===== src/rtl/i2c_segment_mux.sv =====
// i2c_segment_mux: write-only I2C slave that loads digit/control registers and drives a
// time-multiplexed 7-segment display. Define HEX_DECODE_EN for hex glyph decode, else raw bytes.
module i2c_segment_mux #(
  parameter int         NUM_DIGITS = 4,
  parameter logic [6:0] I2C_ADDR   = 7'h42,
  parameter int         SCAN_DIV   = 1000
) (
  input  logic                  clk,
  input  logic                  rst_n,
  input  logic                  ena,
  input  logic                  scl_in,
  input  logic                  sda_in,
  output logic                  sda_oe,
  output logic [7:0]            seg_out,
  output logic [NUM_DIGITS-1:0] dig_sel,
  output logic [2:0]            o_dbg_state
);
  localparam int            IW          = (NUM_DIGITS > 1) ? $clog2(NUM_DIGITS) : 1;
  localparam int            PW          = $clog2(SCAN_DIV);
  localparam logic [7:0]    LP_CTRL     = 8'(NUM_DIGITS);
  localparam logic [7:0]    LP_WADDR    = {I2C_ADDR, 1'b0};
  localparam logic [IW-1:0] LP_LAST_IDX = IW'(NUM_DIGITS - 1);
  localparam logic [PW-1:0] LP_LAST_PRE = PW'(SCAN_DIV - 1);

  typedef enum logic [2:0] {
    S_IDLE, S_ADDR, S_ADDR_ACK, S_PTR, S_PTR_ACK, S_DATA, S_DATA_ACK, S_IGNORE
  } state_t;

  state_t        r_state, w_state_nxt;
  logic [1:0]    r_scl_sync, r_sda_sync;
  logic          r_scl_d, r_sda_d;
  logic          w_scl, w_sda, w_scl_rise, w_scl_fall, w_start, w_stop;
  logic [3:0]    r_bit_cnt;
  logic [7:0]    r_shift, w_byte, r_ptr;
  logic          r_ack, w_ack_nxt, r_sda_oe, w_oe_nxt;
  logic          w_ptr_ok, w_in_byte;
  logic [7:0]    r_digit [NUM_DIGITS];
  logic          r_blank;
  logic [PW-1:0] r_presc;
  logic [IW-1:0] r_idx;
  logic          r_live;
  logic [7:0]    w_cur, w_glyph;
  logic          w_show;

  // Synchronizers reset to the idle-bus level so reset release never fakes an edge.
  always_ff @(posedge clk) begin
    if (!rst_n) begin
      r_scl_sync <= 2'b11;
      r_sda_sync <= 2'b11;
      r_scl_d    <= 1'b1;
      r_sda_d    <= 1'b1;
    end else begin
      r_scl_sync <= {r_scl_sync[0], scl_in};
      r_sda_sync <= {r_sda_sync[0], sda_in};
      r_scl_d    <= r_scl_sync[1];
      r_sda_d    <= r_sda_sync[1];
    end
  end

  assign w_scl      = r_scl_sync[1];
  assign w_sda      = r_sda_sync[1];
  assign w_scl_rise = w_scl & ~r_scl_d;
  assign w_scl_fall = ~w_scl & r_scl_d;
  assign w_start    = w_scl & r_scl_d & r_sda_d & ~w_sda;
  assign w_stop     = w_scl & r_scl_d & ~r_sda_d & w_sda;
  assign w_byte     = {r_shift[6:0], w_sda};
  assign w_ptr_ok   = (r_ptr <= LP_CTRL);
  assign w_in_byte  = (r_state == S_ADDR) || (r_state == S_PTR) || (r_state == S_DATA);

  always_ff @(posedge clk) begin
    if (!rst_n) begin
      r_state  <= S_IDLE;
      r_ack    <= 1'b0;
      r_sda_oe <= 1'b0;
    end else begin
      r_state  <= w_state_nxt;
      r_ack    <= w_ack_nxt;
      r_sda_oe <= w_oe_nxt;
    end
  end

  // Byte states advance on the SCL fall after the 8th sample; ACK states end on the next fall.
  always_comb begin
    w_state_nxt = r_state;
    w_ack_nxt   = r_ack;
    if (w_start) begin
      w_state_nxt = S_ADDR;
    end else if (w_stop) begin
      w_state_nxt = S_IDLE;
    end else begin
      case (r_state)
        S_ADDR:
          if (w_scl_fall && r_bit_cnt == 4'd8)
            w_state_nxt = (r_shift == LP_WADDR) ? S_ADDR_ACK : S_IGNORE;
        S_ADDR_ACK: if (w_scl_fall) w_state_nxt = S_PTR;
        S_PTR:      if (w_scl_fall && r_bit_cnt == 4'd8) w_state_nxt = S_PTR_ACK;
        S_PTR_ACK:  if (w_scl_fall) w_state_nxt = S_DATA;
        S_DATA:
          if (w_scl_fall && r_bit_cnt == 4'd8) begin
            w_state_nxt = S_DATA_ACK;
            w_ack_nxt   = w_ptr_ok;
          end
        S_DATA_ACK: if (w_scl_fall) w_state_nxt = S_DATA;
        default: ;
      endcase
    end
    w_oe_nxt = (w_state_nxt == S_ADDR_ACK) || (w_state_nxt == S_PTR_ACK) ||
               ((w_state_nxt == S_DATA_ACK) && w_ack_nxt);
  end

  always_ff @(posedge clk) begin
    if (!rst_n) begin
      r_bit_cnt <= '0;
      r_shift   <= '0;
      r_ptr     <= '0;
      r_blank   <= 1'b0;
      for (int i = 0; i < NUM_DIGITS; i++) r_digit[i] <= '0;
    end else begin
      if (w_start || (w_state_nxt != r_state)) begin
        r_bit_cnt <= '0;
      end else if (w_in_byte && w_scl_rise && r_bit_cnt != 4'd8) begin
        r_shift   <= w_byte;
        r_bit_cnt <= r_bit_cnt + 4'd1;
      end
      if (r_state == S_PTR && w_state_nxt == S_PTR_ACK) r_ptr <= r_shift;
      if (r_state == S_DATA && w_state_nxt == S_DATA_ACK && w_ptr_ok)
        r_ptr <= (r_ptr == LP_CTRL) ? 8'd0 : r_ptr + 8'd1;
      // Register write lands on the rising edge that samples the last data bit.
      if (r_state == S_DATA && w_scl_rise && r_bit_cnt == 4'd7 && w_ptr_ok) begin
        if (r_ptr == LP_CTRL) r_blank <= w_byte[0];
        for (int i = 0; i < NUM_DIGITS; i++)
          if (r_ptr == 8'(i)) r_digit[i] <= w_byte;
      end
    end
  end

  always_ff @(posedge clk) begin
    if (!rst_n) begin
      r_presc <= '0;
      r_idx   <= '0;
      r_live  <= 1'b0;
    end else begin
      r_live <= 1'b1;
      if (ena) begin
        if (r_presc == LP_LAST_PRE) begin
          r_presc <= '0;
          r_idx   <= (r_idx == LP_LAST_IDX) ? '0 : r_idx + IW'(1);
        end else begin
          r_presc <= r_presc + PW'(1);
        end
      end
    end
  end

  always_comb begin
    w_cur = r_digit[0];
    for (int i = 0; i < NUM_DIGITS; i++)
      if (r_idx == IW'(i)) w_cur = r_digit[i];
  end

`ifdef HEX_DECODE_EN
  function automatic logic [6:0] hex7(input logic [3:0] v);
    case (v)
      4'h0: hex7 = 7'h3F;  4'h1: hex7 = 7'h06;  4'h2: hex7 = 7'h5B;  4'h3: hex7 = 7'h4F;
      4'h4: hex7 = 7'h66;  4'h5: hex7 = 7'h6D;  4'h6: hex7 = 7'h7D;  4'h7: hex7 = 7'h07;
      4'h8: hex7 = 7'h7F;  4'h9: hex7 = 7'h6F;  4'hA: hex7 = 7'h77;  4'hB: hex7 = 7'h7C;
      4'hC: hex7 = 7'h39;  4'hD: hex7 = 7'h5E;  4'hE: hex7 = 7'h79;  default: hex7 = 7'h71;
    endcase
  endfunction
  assign w_glyph = {w_cur[7], hex7(w_cur[3:0])};
`else
  assign w_glyph = w_cur;
`endif

  // r_live keeps the display dark through the reset cycle itself.
  assign w_show      = r_live & ena & ~r_blank;
  assign seg_out     = w_show ? w_glyph : 8'h00;
  assign dig_sel     = w_show ? (NUM_DIGITS'(1) << r_idx) : '0;
  assign sda_oe      = r_sda_oe;
  assign o_dbg_state = r_state;
endmodule


===== config.mk =====
export PLATFORM = sky130hd
export DESIGN_NAME = i2c_segment_mux
export DESIGN_NICKNAME = d
export VERILOG_FILES = /design/src/rtl/i2c_segment_mux.sv
export SDC_FILE = /design/constraint.sdc
export NUM_CORES = 1
export LEC_CHECK = 0
export CORE_MARGIN = 2
export CORE_UTILIZATION = 50
export DETAILED_ROUTE_END_ITERATION = 6
export GPL_TIMING_DRIVEN = 0
export PLACE_DENSITY = 0.74
export SYNTH_ARGS = -nofsm -noshare
export SYNTH_HDL_FRONTEND = slang
export SYNTH_SLANG_ARGS = --single-unit

===== constraint.sdc =====
create_clock -name clk -period 5 [get_ports clk]
set_clock_uncertainty 0.1 [all_clocks]
set_input_delay 1 -clock clk [delete_from_list [all_inputs] [get_ports clk]]
set_output_delay 1 -clock clk [all_outputs]
set_load 0.03 [all_outputs]

==> results of run 1 <==
[layout make-up]
type                       instances  area share (%)
sequential                        77            43.6
multi-input combinational        257            40.8
timing repair buffer              19            4.45
clock buffer                      12            4.16
tap                               99            2.90
buffer                            17            1.70
clock inverter                     4            1.23
inverter                          13            1.14
[metrics by stage]
stage / hold WS [ps] / std cells
5_1_grt: 342 / 498
2_1_floorplan: 286 / 364
4_1_cts: 317 / 498
6_report: 305 / 498
3_5_place_dp: 293 / 482
3_3_place_gp: 293 / 482
[registers in the layout (all words and copies together), names as in the netlist]
register / flops
r_scl_sync: 2
r_scl_d: 1
r_shift: 8
r_sda_d: 1
r_idx: 2
sda_oe: 1
r_sda_sync: 2
r_blank: 1
r_presc: 10
o_dbg_state: 3
r_bit_cnt: 4
r_digit: 32
r_ack: 1
r_live: 1
r_ptr: 8
[routing by layer]
metal  wire length, um  global-route usage, %  vias up
met5                 0                      0        -
met3               171                   3.92        9
met1              3330                   23.2     1240
li1                  -                      -     1319
met2              3260                   28.4       37
met4               108                   8.59        0
[final timing paths]
check,startpoint,endpoint,slack [ps],cells after the start
min reg2reg,r_scl_sync[0],r_scl_sync[1],310,1
max,r_idx[1],seg_out[1],1210,8
max reg2reg,r_ptr[4],r_digit[2][0],2710,6
min,r_scl_sync[0],r_scl_sync[1],310,1
[kinds of logic (layout without fill, tap and decap cells)]
kind of cell | count (synthesis) | in the layout | share of synthesized area (%)
multiplexers | 38 | 38 | 10.3
adder cells (fa/ha/maj) | 11 | 11 | 3.69
AND/OR/NAND/NOR | 163 | 163 | 23.5
flip-flops | 77 | 77 | 50.0
buffers and inverters | 30 | 65 | 3.26
XOR/XNOR | 12 | 12 | 2.82
AO/OA/AOI/OAI | 33 | 33 | 6.48
[where the power goes]
part | internal, uW | leakage (uW) | switching (uW) | total (uW)
logic | 20.7 | 0.000903 | 36.8 | 57.4
clock network | 293 | 0.000117 | 232 | 524
registers | 670 | 0.000668 | 6.83 | 677
[placed cells by master (no fill, tap or decap), drive strengths merged, types with 3 or more instances in the layout]
master / n
nor2: 48
o21ai: 11
nand2b: 11
inv: 13
nand4: 5
nand2: 25
nand3: 7
edfxtp: 32
and2: 37
nand3b: 3
clkinv: 3
and3: 6
buf: 5
clkdlybuf4s50: 19
clkbuf: 24
a21oi: 3
dfxtp: 45
ha: 11
xnor2: 6
xor2: 6
mux2i: 36
o211a: 6
nor3: 9
==> metrics.txt, run 1 <==
Buf/Inv on CP=3; setup bufs post-CTS=0; pin count of the biggest net entering global routing=15; final core utilization=58.9%; status=completed; yosys warns=0; Max Slew Vio Count=0; # nets final=410; Area growth, synth to finish=14.6%; Post-synth top cells=nor2_1, dfxtp_1, mux2i_1; Pre-Repair DR Iteration Count=4; PwrDens=295 mW/mm2; CP endpoint kind=output port; setup ws final=1210 ps; vias in the first global route=2,478; crit path launch type=flip-flop; Hold Path Class=reg2reg; dpl hpwl=4.92 mm; synthesized area per cell=10.2 um2; total grt overflow=0; post-CTS sizing=0; total track usage=17.9%; Final Instance Area=0.00427 mm2; minimum clock period after layout=3790 ps; Core ar.=0.00725 mm2; crit share post-route=75.8%; register area=0.00186 mm2; Slew headroom=54.0%; clock-pin slew on the worst setup and hold paths=80 ps; Num CTS Buffers=9; Yosys cell types=47; Final GP Congestion=0.832; count leader, synth=nor2_1; Die Y=90.3 um; RSZ-0062 raised after global routing=no; Crit Path Category=reg2out; WP data arrival=2690 ps; pre-CTS WS=1350 ps; Top delay family on crit path=buffers and inverters; final hold vios=0; top cell type's share of synthesized area=25.8%; clock sinks=77; DRC viols=0; wire length per cell=13.8 um; FFs w/ async S/R, synth=0%; CTS max path bufs=2; multi-input combinational cell area=0.00174 mm2; num rows=31; Syn Nets=380; count of flip-flops with a built-in enable after synthesis=32; Antenna Nets Post-Route=0; routed vias/inst=5.23; Leakage Power=0.00169 uW; Placed Instance Area=0.00404 mm2; Clk Latency, worst-skew pair=350 ps; Synth Instances=364; Fmax=0.264 GHz; Worst Tran Pin Value=681 ps; # fillers=658; I/O Buffers=19; slowest stage cell on the critical path=clkdlybuf4s50_1; Fin Setup TNS=0 ps; via count=2,605; Yosys top cell by area=edfxtp_1; most common cell type on the critical path=mux2i_1; Max Cap Violations=0; critical-path maximum fanout=9; top cells by area, synth=edfxtp_1, dfxtp_1, mux2i_1; share of cells above drive strength 1=8.27%; global-route wire length before repair=11.7 mm; Max VDD drop=0.162 mV; clock root cell=clkbuf_8; Routed WL=6.87 mm; n_diodes=0; Worst path max stage delay=690 ps; worst-path cell chain=inv_1, ha_1, clkbuf_1, mux2i_1, o21ai_0, mux2i_1, nor2_1, clkdlybuf4s50_1; H-tree levels=3; Cell Area, Synth=0.00373 mm2; worst path required time=3900 ps; CTS tree=yes; Power Total=1260 uW; # IOs=21; initial antenna violation count=0; FF+latch count, synth=77; initial drt markers=124; main flop type after synthesis=dfxtp_1; die area=0.00816 mm2; final number of setup-violating endpoints=0; initial core utilization=51.4%; post-synthesis sequential area ratio=50.0%; CTS hold repair buffers=0; Die W=90.3 um
Power figures use the tool's default switching activity.
==> run 2, diff against run 1 <==
- clock period: 5 -> 3.6 ns (I/O delays scaled with it)
==> run 2 against run 1 <==
Global-route usage unchanged. Sequential power up 39%. Clock-buffer cell count unchanged. Die area unchanged. Hold slack better by 2.0 ps. First-iteration DRC count down 7.3%. Power up 39%. Wire length down 0.73%. Register-to-register slack worse by 1400 ps. Clock power up 38%. Largest power group unchanged. Highest routed layer unchanged.
==> metrics.txt, run 2 (synthesized netlist as in run 1, its figures left out) <==
status=completed (unchanged); Antenna Nets Post-Route=0 (unchanged); total track usage=17.9% (unchanged); H-tree levels=3 (unchanged); post-CTS sizing=0 (unchanged); # nets final=408 (was 410); CTS tree=yes (unchanged); pin count of the biggest net entering global routing=15 (unchanged); metal3 WL=203 um (was 171 um); CTS max path bufs=2 (unchanged); Max Slew Vio Count=0 (unchanged); initial antenna violation count=0 (unchanged); crit path launch type=flip-flop (unchanged); Biggest register=r_digit (unchanged); final hold vios=0 (unchanged); final number of setup-violating endpoints=0 (unchanged); wire length per cell=13.7 um (was 13.8 um); # fillers=659 (was 658); Clk Latency, worst-skew pair=350 ps (about the same); Slew headroom=54.7% (was 54.0%); pre-CTS WS=440 ps (was 1350 ps); HP Start=r_scl_sync[0] (unchanged); clock root cell=clkbuf_8 (unchanged); Top delay family on crit path=buffers and inverters (unchanged); PwrDens=409 mW/mm2 (was 295 mW/mm2); Worst Reg-to-Reg Cells=6 (unchanged); met2 wire len=3.24 mm (was 3.26 mm); Final GP Congestion=0.832 (unchanged); FF-to-FF Start=r_ptr[4] (unchanged); Max Used Layer=met4 (unchanged); setup ws final=275 ps (was 1210 ps); n_diodes=0 (unchanged); WP data arrival=2500 ps (was 2690 ps); total grt overflow=0 (unchanged); Power Total=1740 uW (was 1260 uW); worst-path cell chain=inv_1, ha_1, mux2i_1, o21ai_0, mux2i_1, nor2_1, clkdlybuf4s50_1 (was inv_1, ha_1, clkbuf_1, mux2i_1, o21ai_0, mux2i_1, nor2_1, clkdlybuf4s50_1); Hold Path Class=reg2reg (unchanged); initial drt markers=115 (was 124); Crit Path Category=reg2out (unchanged); number of flip-flops in the largest register=32 (unchanged); minimum clock period after layout=3320 ps; Routed WL=6.82 mm (was 6.87 mm); share of cells above drive strength 1=8.56% (was 8.27%); clock-pin slew on the worst setup and hold paths=80 ps (about the same); worst path required time=2780 ps (was 3900 ps); Core ar.=0.00725 mm2 (unchanged); Leakage Power=0.00171 uW (was 0.00169 uW); worst hold stages=1 (unchanged); DRC viols=0 (unchanged); Regs by FF count=r_digit: 32 flops, r_presc: 10 flops (unchanged); Max VDD drop=0.225 mV (was 0.162 mV); Area growth, synth to finish=14.5% (was 14.6%); via count=2,594 (was 2,605); Worst path max stage delay=680 ps (was 690 ps); Fmax=0.301 GHz; Pre-Repair DR Iteration Count=5 (was 4); crit share post-route=92.3%; wire length on met1=3.26 mm (was 3.33 mm); Fin Setup TNS=0 ps (unchanged); Num CTS Buffers=9 (unchanged); critical-path maximum fanout=9 (unchanged); Worst Tran Pin Value=671 ps (was 681 ps); clock sinks=77 (unchanged); # IOs=21 (unchanged); num rows=31 (unchanged); global-route wire length before repair=11.7 mm (unchanged); routed vias/inst=5.23 (about the same); dpl hpwl=4.92 mm (unchanged); Die W=90.3 um (unchanged); Hold Crit Endpoint=r_scl_sync[1] (unchanged); hold slack=307 ps (was 305 ps); Die Y=90.3 um (unchanged); reg-to-reg endpoint=r_digit[2][0] (unchanged); leading cell type in the layout, fill and taps excluded=nor2_1 (unchanged); CP endpoint kind=output port (unchanged); I/O Buffers=19 (unchanged); vias in the first global route=2,478 (unchanged); CTS hold repair buffers=0 (unchanged); die area=0.00816 mm2 (unchanged); slowest stage cell on the critical path=clkdlybuf4s50_1 (unchanged); most common cell type on the critical path=mux2i_1 (unchanged); initial core utilization=51.4% (unchanged); commonest cells after routing, fill and taps aside=nor2_1, dfxtp_1, mux2i_1 (unchanged); r2r setup slk=1320 ps (was 2710 ps); RSZ-0062 raised after global routing=no (unchanged); Max Cap Violations=0 (unchanged); setup bufs post-CTS=0 (unchanged); Buf/Inv on CP=2 (was 3)
==> run 2: cell types whose count changed in the layout (fill, tap and decap cells not counted), sizes merged <==
cell and change:
clkdlybuf4s50 -1, clkbuf -2, dlymetal6s2s +1
==> run 2: final cells by class <==
type	count	area, um2	area share, %
plain buffers	15	66.3	1.55
clock buffers	12	178	4.16
clock inverters	4	52.6	1.23
inverters	13	48.8	1.14
multi-input cells	257	1740	40.9
flip-flops and latches	77	1860	43.6
well taps	99	124	2.90
repair buffers	19	193	4.52
==> run 2: worst max-delay path by stage <==
stage,start,slack (ps),to,depth (start not counted)
3_3_place_gp,r_idx[0],530,seg_out[6],7
3_5_place_dp,r_idx[0],440,seg_out[1],7
4_1_cts,r_idx[0],60,seg_out[1],7
2_1_floorplan,ena,1120,seg_out[0],3
6_report,r_idx[1],280,seg_out[2],7
5_1_grt,r_idx[0],60,seg_out[6],6
==> run 2: metrics by stage <==
stage                     std cells  utilization (%)  area [um2]
final                           496             58.8        4270
after floorplan                 364                -        3730
after CTS                       498             58.9        4270
after detailed placement        482             55.7        4040
after global placement          482             55.7        4040
after global routing            496             58.8        4270
==> run 2: where the power goes <==
group | leakage, uW | internal [uW] | switching, uW
Combinational | 0.000920 | 28.6 | 50.8
Sequential | 0.000668 | 930 | 9.52
Clock | 0.000117 | 406 | 319
Total | 0.00171 | 1370 | 379
==> run 2: worst register-to-register path: stages, from the launching register on <==
cell     delay [ps]
dfxtp_1         320
or4_4           560
nor3_2          260
and3_1          190
buf_2           160
nand2_1          70
nand2_1         300
==> run 2: metal layers <==
| metal | GRT usage (%) | vias up |
|---|---|---|
| li1 | - | 1318 |
| met1 | 23.2 | 1226 |
| met2 | 28.4 | 41 |
| met3 | 3.92 | 9 |
| met4 | 8.59 | 0 |
| met5 | 0 | - |
==> run 3, diff against run 2 <==
- CORE_UTILIZATION: 50 -> 54
- PLACE_DENSITY: 0.74 -> 0.78
==> run 3 against run 2 <==
Wire length is 0.32% lower. Flip-flop and latch count unchanged. Combinational power down 0.6%. Via count up 0.19%. Register-to-register slack barely moved. Global-route usage increased by 2.1 points. Utilization increased by 3.6 points. First-iteration DRC count shrank 27%. Die area down 7.1%. Hold slack gained 7.6 ps. Final cell count fell by 3.6%. Critical path depth grew 1. Largest power group unchanged.
==> metrics.txt, run 3 (synthesized netlist as in run 1, its figures left out) <==
worst path required time=2780 ps (about the same); total track usage=19.9% (was 17.9%); Worst path max stage delay=680 ps (about the same); clock-pin slew on the worst setup and hold paths=80 ps (about the same); routed vias/inst=5.44 (was 5.23); clock sinks=77 (unchanged); PwrDens=381 mW/mm2 (was 409 mW/mm2); via count=2,599 (was 2,594); Max Slew Vio Count=0 (unchanged); num rows=30 (was 31); Leakage Power=0.00171 uW (about the same); critical-path maximum fanout=10 (was 9); Max VDD drop=0.260 mV (was 0.225 mV); WP data arrival=2550 ps (was 2500 ps); status=completed (unchanged); crit share post-route=93.5% (was 92.3%); Routed WL=6.79 mm (was 6.82 mm); multi-input combinational cell area=0.00174 mm2 (unchanged); setup bufs post-CTS=0 (unchanged); DRC viols=0 (unchanged); Buf/Inv on CP=4 (was 2); pin count of the biggest net entering global routing=15 (unchanged); Fmax=0.297 GHz (was 0.301 GHz); final core utilization=62.5% (was 58.8%); Area growth, synth to finish=12.6% (was 14.5%); wire length per cell=14.2 um (was 13.7 um); Core ar.=0.00672 mm2 (was 0.00725 mm2); Top delay family on crit path=buffers and inverters (unchanged); n_diodes=0 (unchanged); die area=0.00758 mm2 (was 0.00816 mm2); Slew headroom=53.3% (was 54.7%); clock root cell=clkbuf_8 (unchanged); CTS max path bufs=2 (unchanged); Fin Setup TNS=0 ps (unchanged); Hold Path Class=reg2reg (unchanged); Die Y=87.1 um (was 90.3 um); CTS tree=yes (unchanged); I/O Buffers=19 (unchanged); share of cells above drive strength 1=8.79% (was 8.56%); # nets final=409 (was 408); # IOs=21 (unchanged); initial antenna violation count=0 (unchanged); register area=0.00186 mm2 (unchanged); Antenna Nets Post-Route=0 (unchanged); initial drt markers=84 (was 115); CTS hold repair buffers=0 (unchanged); Max Cap Violations=0 (unchanged); final hold vios=0 (unchanged); Clk Latency, worst-skew pair=360 ps (was 350 ps); RSZ-0062 raised after global routing=no (unchanged); dpl hpwl=4.71 mm (was 4.92 mm); slowest stage cell on the critical path=clkdlybuf4s50_1 (unchanged); post-CTS sizing=0 (unchanged); Crit Path Category=reg2out (unchanged); Final Non-Filler Cells=478 (was 496); # fillers=546 (was 659); worst-path cell chain=inv_1, ha_1, clkbuf_2, clkbuf_2, o21ai_0, mux2i_1, nor2_1, clkdlybuf4s50_1 (was inv_1, ha_1, mux2i_1, o21ai_0, mux2i_1, nor2_1, clkdlybuf4s50_1); Final GP Congestion=0.827 (was 0.832); H-tree levels=3 (unchanged); Worst Tran Pin Value=700 ps (was 671 ps); hold slack=315 ps (was 307 ps); crit path launch type=flip-flop (unchanged); leading cell type in the layout, fill and taps excluded=nor2_1 (unchanged); DP Cell Count=463 (was 482); minimum clock period after layout=3370 ps (was 3320 ps); Regs by FF count=r_digit: 32 flops, r_presc: 10 flops (unchanged); Pre-Repair DR Iteration Count=5 (unchanged); vias in the first global route=2,434 (was 2,478); final number of setup-violating endpoints=0 (unchanged); number of flip-flops in the largest register=32 (unchanged); commonest cells after routing, fill and taps aside=nor2_1, dfxtp_1, mux2i_1 (unchanged); Num CTS Buffers=9 (unchanged); most common cell type on the critical path=clkbuf_2 (was mux2i_1); initial core utilization=55.5% (was 51.4%); CP endpoint kind=output port (unchanged); Biggest register=r_digit (unchanged); global-route wire length before repair=11.4 mm (was 11.7 mm); total grt overflow=0 (unchanged); Die W=87.1 um (was 90.3 um)
run 3: power by group:
part,internal [uW],leakage [uW],switching (uW)
clock,252,0.0000837,329
combinational,28.5,0.000958,50.5
sequential,930,0.000668,9.61
run 3: per-stage QoR:
stage               setup slack (ps)  area (um2)  total power (uW)
CTS                             39.3        4190              1610
finish                           234        4200              1600
floorplan                       1120        3730              1010
detailed placement               438        4020              1040
global placement                 508        4020              1040
global route                    42.2        4200              1650
run 3: area by class of cell:
type | count | share of cell area, %
clock inverters | 7 | 1.19
flip-flops and latches | 77 | 44.4
plain buffers | 16 | 1.70
well taps | 80 | 2.39
repair buffers | 19 | 4.71
inverters | 13 | 1.16
multi-input cells | 257 | 41.5
clock buffers | 9 | 2.95
run 3: worst paths after layout:
kind                            slack (ps)          start  depth (start not counted)       endpoint
worst max register to register        1320       r_ptr[4]                          6  r_digit[2][5]
worst min-delay path                   310  r_scl_sync[0]                          1  r_scl_sync[1]
worst max-delay path                   230       r_idx[0]                          8     seg_out[0]
worst min register to register         310  r_scl_sync[0]                          1  r_scl_sync[1]
run 3: per-layer routing:
layer / GRT usage, % / up-vias / share of wire (%)
li1: - / 1318 / -
met1: 23.3 / 1225 / 46
met2: 34.5 / 46 / 50
met3: 5.40 / 10 / 3.2
met4: 8.24 / 0 / 1.7
met5: 0 / - / 0
